--- src/rtl/wb_pkg.sv ---
// Shared definitions for the writeback result selector.
// Source indices, default geometry and the bundle that moves through the skid buffer.
package wb_pkg;

    // Default datapath geometry
    localparam int WB_WIDTH  = 16;
    localparam int WB_DEST_W = 3;

    // Source select codes
    localparam int SRC_ALU = 0;
    localparam int SRC_MEM = 1;
    localparam int SRC_PC  = 2;

    // One writeback result: value, target register, and an illegal-select marker
    typedef struct packed {
        logic [WB_WIDTH-1:0]  data;
        logic [WB_DEST_W-1:0] dest;
        logic                 err;
    } wb_bundle_t;

endpackage

--- src/rtl/wb_skid_buffer.sv ---
// Two-entry in-order valid/ready FIFO.
// Entry 0 is always the head and drives the output directly.
// in_ready is a registered "not full" flag, so the upstream path never sees a
// combinational dependency on out_ready.
module wb_skid_buffer
    import wb_pkg::*;
#(
    parameter type bundle_t = wb_bundle_t
) (
    input  logic    clk,
    input  logic    rst_n,
    input  logic    in_valid,
    output logic    in_ready,
    input  bundle_t in_bundle,
    output logic    out_valid,
    input  logic    out_ready,
    output bundle_t out_bundle
);

    logic [1:0] count_q, count_d;
    logic       in_ready_q, in_ready_d;
    bundle_t    entry_q [2];
    bundle_t    entry_d [2];
    logic       push, pop;

    assign push = in_valid && in_ready_q;
    assign pop  = (count_q != 2'd0) && out_ready;

    // Next-state for occupancy and entries; pops shift entry 1 into the head
    always_comb begin
        count_d    = count_q;
        entry_d[0] = entry_q[0];
        entry_d[1] = entry_q[1];
        if (push && pop) begin
            // Only reachable with one entry held: new bundle replaces the head
            entry_d[0] = in_bundle;
        end else if (pop) begin
            entry_d[0] = entry_q[1];
            count_d    = count_q - 2'd1;
        end else if (push) begin
            if (count_q == 2'd0) begin
                entry_d[0] = in_bundle;
            end else begin
                entry_d[1] = in_bundle;
            end
            count_d = count_q + 2'd1;
        end
        in_ready_d = (count_d != 2'd2);
    end

    // Occupancy and ready flag; reset empties the buffer and opens the input
    always_ff @(posedge clk) begin
        if (!rst_n) begin
            count_q    <= 2'd0;
            in_ready_q <= 1'b1;
        end else begin
            count_q    <= count_d;
            in_ready_q <= in_ready_d;
        end
    end

    // Entry storage, cleared on reset so the idle output reads zero
    for (genvar gi = 0; gi < 2; gi++) begin : g_entry
        always_ff @(posedge clk) begin
            if (!rst_n) begin
                entry_q[gi] <= '0;
            end else begin
                entry_q[gi] <= entry_d[gi];
            end
        end
    end

    assign in_ready   = in_ready_q;
    assign out_valid  = (count_q != 2'd0);
    assign out_bundle = entry_q[0];

endmodule

--- src/rtl/wb_result_select.sv ---
// Pipelined writeback result selector.
// Picks one of N_SRC sources by in_sel, tags it with its destination register and
// passes it through a 2-entry skid buffer toward the register bank.
// Illegal select codes yield a zero result, raise a one-cycle err_sel pulse and bump
// a saturating error counter, counted only on acceptance.
// Optional feature macro: WB_RESULT_LOAD_EXT_EN adds byte-load sign/zero extension
// on the memory source (ports in_ld_byte, in_ld_signed).
module wb_result_select
    import wb_pkg::*;
#(
    parameter int WIDTH  = 16,
    parameter int N_SRC  = 3,
    parameter int SEL_W  = 2,
    parameter int DEST_W = 3,
    parameter int ERR_CW = 8
) (
    input  logic                   clk,
    input  logic                   rst_n,
    input  logic                   in_valid,
    output logic                   in_ready,
    input  logic [SEL_W-1:0]       in_sel,
    input  logic [N_SRC*WIDTH-1:0] in_src,
    input  logic [DEST_W-1:0]      in_dest,
`ifdef WB_RESULT_LOAD_EXT_EN
    input  logic                   in_ld_byte,
    input  logic                   in_ld_signed,
`endif
    output logic                   out_valid,
    input  logic                   out_ready,
    output logic [WIDTH-1:0]       out_data,
    output logic [DEST_W-1:0]      out_dest,
    output logic                   err_sel,
    output logic [ERR_CW-1:0]      err_cnt
);

    // Bundle sized to this instance's parameters
    typedef struct packed {
        logic [WIDTH-1:0]  data;
        logic [DEST_W-1:0] dest;
        logic              err;
    } bundle_t;

    logic [WIDTH-1:0]  src_arr [N_SRC];
    logic [WIDTH-1:0]  sel_data;
    logic [WIDTH-1:0]  result;
    logic              sel_illegal;
    logic              accept;
    bundle_t           in_bundle;
    bundle_t           out_bundle;
    logic              buf_in_ready;

    logic              err_sel_q, err_sel_d;
    logic [ERR_CW-1:0] err_cnt_q, err_cnt_d;

    // Unpack the flat source bus into one word per source
    for (genvar gi = 0; gi < N_SRC; gi++) begin : g_src
        assign src_arr[gi] = in_src[gi*WIDTH +: WIDTH];
    end

    // Source multiplexer; out-of-range codes produce zero
    always_comb begin
        sel_illegal = (int'(in_sel) >= N_SRC);
        sel_data    = '0;
        if (!sel_illegal) begin
            sel_data = src_arr[in_sel];
        end
    end

`ifdef WB_RESULT_LOAD_EXT_EN
    // Byte-load extension of memory data, applied before buffering
    always_comb begin
        result = sel_data;
        if ((int'(in_sel) == SRC_MEM) && in_ld_byte) begin
            if (in_ld_signed) begin
                result = {{(WIDTH-8){sel_data[7]}}, sel_data[7:0]};
            end else begin
                result = {{(WIDTH-8){1'b0}}, sel_data[7:0]};
            end
        end
    end
`else
    // Memory data passes through unmodified
    always_comb begin
        result = sel_data;
    end
`endif

    assign in_bundle.data = result;
    assign in_bundle.dest = in_dest;
    assign in_bundle.err  = sel_illegal;

    assign accept = in_valid && buf_in_ready;

    wb_skid_buffer #(
        .bundle_t (bundle_t)
    ) u_skid (
        .clk        (clk),
        .rst_n      (rst_n),
        .in_valid   (in_valid),
        .in_ready   (buf_in_ready),
        .in_bundle  (in_bundle),
        .out_valid  (out_valid),
        .out_ready  (out_ready),
        .out_bundle (out_bundle)
    );

    // Error pulse and saturating counter, driven only by accepted illegal selects
    always_comb begin
        err_sel_d = accept && sel_illegal;
        err_cnt_d = err_cnt_q;
        if (err_sel_d && (err_cnt_q != '1)) begin
            err_cnt_d = err_cnt_q + 1'b1;
        end
    end

    // Error state registers
    always_ff @(posedge clk) begin
        if (!rst_n) begin
            err_sel_q <= 1'b0;
            err_cnt_q <= '0;
        end else begin
            err_sel_q <= err_sel_d;
            err_cnt_q <= err_cnt_d;
        end
    end

    assign in_ready = buf_in_ready;
    assign out_data = out_bundle.data;
    assign out_dest = out_bundle.dest;
    assign err_sel  = err_sel_q;
    assign err_cnt  = err_cnt_q;

endmodule

--- config.mk ---
export PLATFORM = sky130hd
export DESIGN_NAME = wb_result_select
export DESIGN_NICKNAME = d
export VERILOG_FILES = /design/src/rtl/wb_pkg.sv /design/src/rtl/wb_skid_buffer.sv /design/src/rtl/wb_result_select.sv
export SDC_FILE = /design/constraint.sdc
export NUM_CORES = 1
export LEC_CHECK = 0
export CAP_MARGIN = 0
export CORE_ASPECT_RATIO = 1.2
export CORE_MARGIN = 10
export CORE_UTILIZATION = 30
export CTS_CLUSTER_SIZE = 30
export DETAILED_ROUTE_END_ITERATION = 8
export GPL_ROUTABILITY_DRIVEN = 0
export PLACE_DENSITY_LB_ADDON = 0.3
export SLEW_MARGIN = 20
export SYNTH_ARGS = -nofsm -noshare
export SYNTH_HDL_FRONTEND = slang
export SYNTH_SLANG_ARGS = --single-unit
--- constraint.sdc ---
create_clock -name clk -period 1.6 [get_ports clk]
set_input_delay 0.4 -clock clk [delete_from_list [all_inputs] [get_ports clk]]
set_output_delay 0.4 -clock clk [all_outputs]
set_load 0.05 [all_outputs]
* Word level (Yosys, flattened, before mapping)
Memory sizes are Yosys's and may differ from the RTL's.
Index checks and enable logic that the tools add are counted.
** Storage, ports and cells
- Flip-flop bits (word level) :: 12
- Latch bits :: 0
- Bits in writable memories :: 40
- ROM bits :: 0
- Output and inout port bits :: 30
- Logic and storage cells :: 40
- Memories :: 1
** Memories
- u_skid.entry_q :: words 2, width 20, read ports 2, clocked after Yosys merged registers in 0, write ports 2, RTL line wb_skid_buffer.sv:22 : bundle_t entry_q [2];
** Operators by class
- $add $sub $neg :: 3
- Multiply operators :: 0
- Div/mod/pow operators :: 0
- $lt $le $gt $ge :: 2
- Equality and inequality tests :: 2
- Shifts and indexed selects :: 0
- Multiplexer cells :: 18
- Bitwise logic cells :: 3
- Reduce and logical (&&, ||, !) cells :: 7
** Operators by type and width (count)
- $mux W20 :: 8
- $mux W16 :: 3
- $mux W40 :: 1
- $bmux W16 S2 :: 1
- $add A8 B1 Y8 const B :: 1
- $ne A8 B8 Y1 const B :: 1
- $mux W2 :: 3
- $logic_and A1 B1 Y1 :: 5
- $ge A3 B3 Y1 const B :: 1
- $not A2 Y3 :: 1
- $add A2 B1 Y2 const B :: 1
- $ge A2 B2 Y1 const B :: 1
- $logic_not A2 Y1 :: 1
- $mux W1 :: 2
- $ne A2 B2 Y1 const B :: 1
- $or A1 B1 Y1 :: 2
- $reduce_bool A2 Y1 :: 1
- $sub A2 B1 Y2 const B :: 1

* Logic depth before layout (Yosys ltp)
- Depth after elaboration :: 10
- Depth in mapped cells :: 9
- Depth with buffers taken out :: 6

* Cells and area by module
Synthesis repeated with hierarchy kept, for this count alone.
** Unflattened totals
- Cell total of the unflattened synthesis :: 329
- Area total of the unflattened synthesis :: 2601.2 um^2
** By module, submodules not included
- wb_skid_buffer :: instances 1, cells each 222, area an instance 1794.2 um^2, seq. area each 860.8 um^2
- wb_result_select :: instances 1, cells each 107, area an instance 807.0 um^2, seq. area each 180.2 um^2

* Worst setup path after synthesis
No wires, ideal clock.
- Kind :: register -> register
- From :: register u_skid.in_ready_q, in the netlist u_skid.in_ready
- To :: memory u_skid.entry_q[1][5] in the netlist's numbering
- Library setup time :: 0.116 ns
- Arrival :: 1.748 ns
- Slack :: -0.265 ns
- Cell stages (with the launch flop) :: 6
- Clock period less this slack :: 1.865 ns
- Path through :: dfxtp_1 > nand2_1 > nor3_2 > buf_2 > nand2_1 > o211a_1
** RTL lines
- from (decl) :: RTL line wb_skid_buffer.sv:21 : logic in_ready_q, in_ready_d;
- from (signal assigned) :: RTL line wb_skid_buffer.sv:58 : in_ready_q <= in_ready_d;
- to (decl) :: RTL line wb_skid_buffer.sv:22

* Final worst setup path
- From :: register u_skid.count_q[1]
- To :: output port out_valid
** Between the ends
- Cells in the longest elaborated chain, start to end :: 1
** RTL lines
- from (decl) :: RTL line wb_skid_buffer.sv:20 : logic [1:0] count_q, count_d;
- from (signal assigned) :: RTL line wb_skid_buffer.sv:57 : count_q <= count_d;
- $reduce_bool A2 Y1 :: RTL line wb_skid_buffer.sv:74 : assign out_valid = (count_q != 2'd0);
- to (decl) :: RTL line wb_result_select.sv:28 : output logic out_valid,
Every way passes these cells.

==> flow_metrics.env <==
export IMPL_status="finished, violations left"
export IMPL_violations="negative setup slack"
export IMPL_required_ns=1.20
export IMPL_core_area_um2=8110
export IMPL_path_max_fanout=4
export IMPL_postLayoutSetupSlackWorst_ns=-0.00131
export IMPL_synth_ff_type="dfxtp_1"
export IMPL_clock_sinks=50
export IMPL_clk_latency_ns=0.30
export IMPL_startpoint_type="register"
export IMPL_synth_net_count=315
export IMPL_ys_types=36
export IMPL_htreeDepth=2
export IMPL_wirelength_um=7880
export IMPL_grt_max_degree=33
export IMPL_seqCellArea_um2=1020
export IMPL_slew_headroom=0.770
export IMPL_fmax_mhz=624
export IMPL_multi_input_area_um2=1530
export IMPL_viasPerCell=5.25
export IMPL_vdd_drop_max_mv=0.656
export IMPL_final_period_utilization=1.00
export IMPL_cts_tree="built"
export IMPL_fillerInstances=727
export IMPL_grt_pass1_wl_um=12200
export IMPL_synthArstFlopShare=0
export IMPL_synth_seq_cells=50
export IMPL_chipHeight_um=120
export IMPL_die_area_um2=12300
export IMPL_r2r_end="u_skid.entry_q[1][16]"
export IMPL_cap_violations=0
export IMPL_holdPathEnd="u_skid.entry_q[1][4]"
export IMPL_antenna_found_initial=0
export IMPL_path_clk_slew_ns=0.09
export IMPL_p_leak_nw=1.93
export IMPL_r2r_slack_ns=0.04
export IMPL_die_w_um=103
export IMPL_yosysSeqAreaShare=0.404
export IMPL_port_buffers=86
export IMPL_ys_warn_count=0
export IMPL_hold_violations=0
export IMPL_num_rows=36
export IMPL_syn_instance_count=255
export IMPL_cts_root_buffer="clkbuf_8"
export IMPL_setup_viol=1
export IMPL_cp_arrival_ns=1.20
export IMPL_slew_viol_final=0
export IMPL_holdPathStages=1
export IMPL_crit_path_start="u_skid.count_q[1]"
export IMPL_fin_nets=419
export IMPL_dp_hpwl_um=5790
export IMPL_wire_per_inst_um=17.4
export IMPL_antenna_diode_count=0
export IMPL_endpoint_kind="output pin"
export IMPL_start_util=0.306
export IMPL_drive_gt1_frac=0.318
export IMPL_finClkSkew_ns=0.00271
export IMPL_critPathKind="register to output pin"
export IMPL_area_growth_pct=73.0
export IMPL_cts_hold_buffers=0
export IMPL_vias=2382
export IMPL_reg2reg_from="u_skid.count_q[1]"
export IMPL_holdWs_ns=0.507
export IMPL_final_core_util=0.529
export IMPL_tightest_slew_ns=0.344
export IMPL_rsz0062_at_grt="true"
export IMPL_min_from="u_skid.entry_q[1][4]"
export IMPL_drt_iter0_drc=125
export IMPL_final_antenna_net_count=0
export IMPL_dr_pass1_iters=6
export IMPL_synth_edf_count=0
export IMPL_period_minus_slack_ns=1.60
export IMPL_track_usage=0.120
export IMPL_grt_pass1_vias=2556
export IMPL_cts_buffers_inserted=5
export IMPL_reg2reg_depth=9
export IMPL_io_pins=87
export IMPL_hold_path_class="register to register"
export IMPL_grt_ovfl_total=0
export IMPL_drc=0
export IMPL_synth_area_um2=2480
export IMPL_clk_path_buf_depth=2
export IMPL_avgSynthCellArea_um2=9.72
export IMPL_setup_tns_ns=-0.00131
export IMPL_cellPowerDensity_nw_per_um2=1590
## metrics by stage
stage | total power [W] | instances | setup WS [ns] | area [um2]
after CTS | 0.00639 | 451 | -0.0637 | 4050
after floorplan | 0.00379 | 255 | -0.0167 | 2510
after global routing | 0.00714 | 454 | -0.0449 | 4290
final | 0.00680 | 454 | -0.00131 | 4290
after global placement | 0.00538 | 443 | -0.433 | 3920
after detailed placement | 0.00546 | 443 | -0.469 | 3920
## placed cells by master (no fill, tap or decap), drive strengths merged, types with 7 or more instances in the layout
| master | instances |
|---|---|
| a22o | 19 |
| a2bb2oi | 16 |
| buf | 60 |
| clkbuf | 9 |
| clkdlybuf4s50 | 52 |
| dfxtp | 50 |
| mux2i | 21 |
| nand2 | 37 |
| nor2b | 7 |
| o211a | 17 |
| o21a | 16 |
## worst max path at each step
| stage | cells after the start | end |
|---|---|---|
| floorplan | 6 | u_skid.entry_q[0][1] |
| global placement | 5 | err_cnt[5] |
| finish | 5 | out_valid |
| CTS | 5 | out_valid |
| global route | 5 | out_valid |
| detailed placement | 5 | err_cnt[5] |
## layout make-up
cell class	count	share of cell area
timing repair buffer	118	0.349
sequential	50	0.237
tap	95	0.0277
multi-input combinational	180	0.356
clock buffer	7	0.0251
inverter	4	0.00467
## state kept, by name (all words and copies together), names as in the netlist
signal,count
err_cnt,8
u_skid.entry_q,38
err_sel,1
u_skid.count_q,2
u_skid.in_ready,1
## cells in the mapped netlist, types with 3 or more instances
cell type | instances | area, um2
mux2i_1 | 21 | 210
ha_1 | 3 | 37.5
and2_1 | 5 | 31.3
a22o_1 | 19 | 166
buf_2 | 10 | 50.1
inv_1 | 4 | 15.0
mux2_2 | 3 | 33.8
nand2_1 | 37 | 139
xnor2_1 | 3 | 26.3
o211a_1 | 17 | 170
dfxtp_1 | 50 | 1000
nand3_1 | 5 | 25.0
a2bb2oi_1 | 16 | 140
o211ai_1 | 3 | 22.5
nand2b_1 | 3 | 18.8
o21a_1 | 16 | 120
nor2b_1 | 7 | 43.8
clkbuf_1 | 9 | 33.8
## logic make-up (layout without fill, tap and decap cells)
kind of cell	Yosys count	count (layout)	synth area share
and+or+nand+nor	66	66	0.131
AOI/OAI and AO/OA	84	84	0.291
adders and majority gates	3	3	0.0152
muxes	24	24	0.0985
xor gates and xnor gates	3	3	0.0106
buffers and inverters	25	129	0.0490
DFF	50	50	0.404
## critical path: stages, from the launching register on
cell	delay [ns]
dfxtp_2	0.36
inv_4	0.05
ha_4	0.17
buf_6	0.12
inv_2	0.06
buf_12	0.13
## repair_timing
item / CTS / global route
endpoints found under the setup margin: 43 / 44
setup buffers: 1 / 1
gates resized for setup: 10 / 46
pin swaps: 0 / 6
gates cloned: 0 / 2
## where the power goes
group	switching [W]	internal, W	leakage, nW
Combinational	0.00193	0.00205	1.46
Sequential	0.000327	0.00163	0.412
Clock	0.000422	0.000438	0.0555
## routing by layer
layer | GRT usage | share of wire | up-vias
li1 | - | - | 1147
met1 | 0.138 | 0.42 | 1154
met2 | 0.200 | 0.49 | 74
met3 | 0.0494 | 0.081 | 7
met4 | 0.0305 | 0.0081 | 0
met5 | 0 | 0 | -
Power figures use the tool's default switching activity.
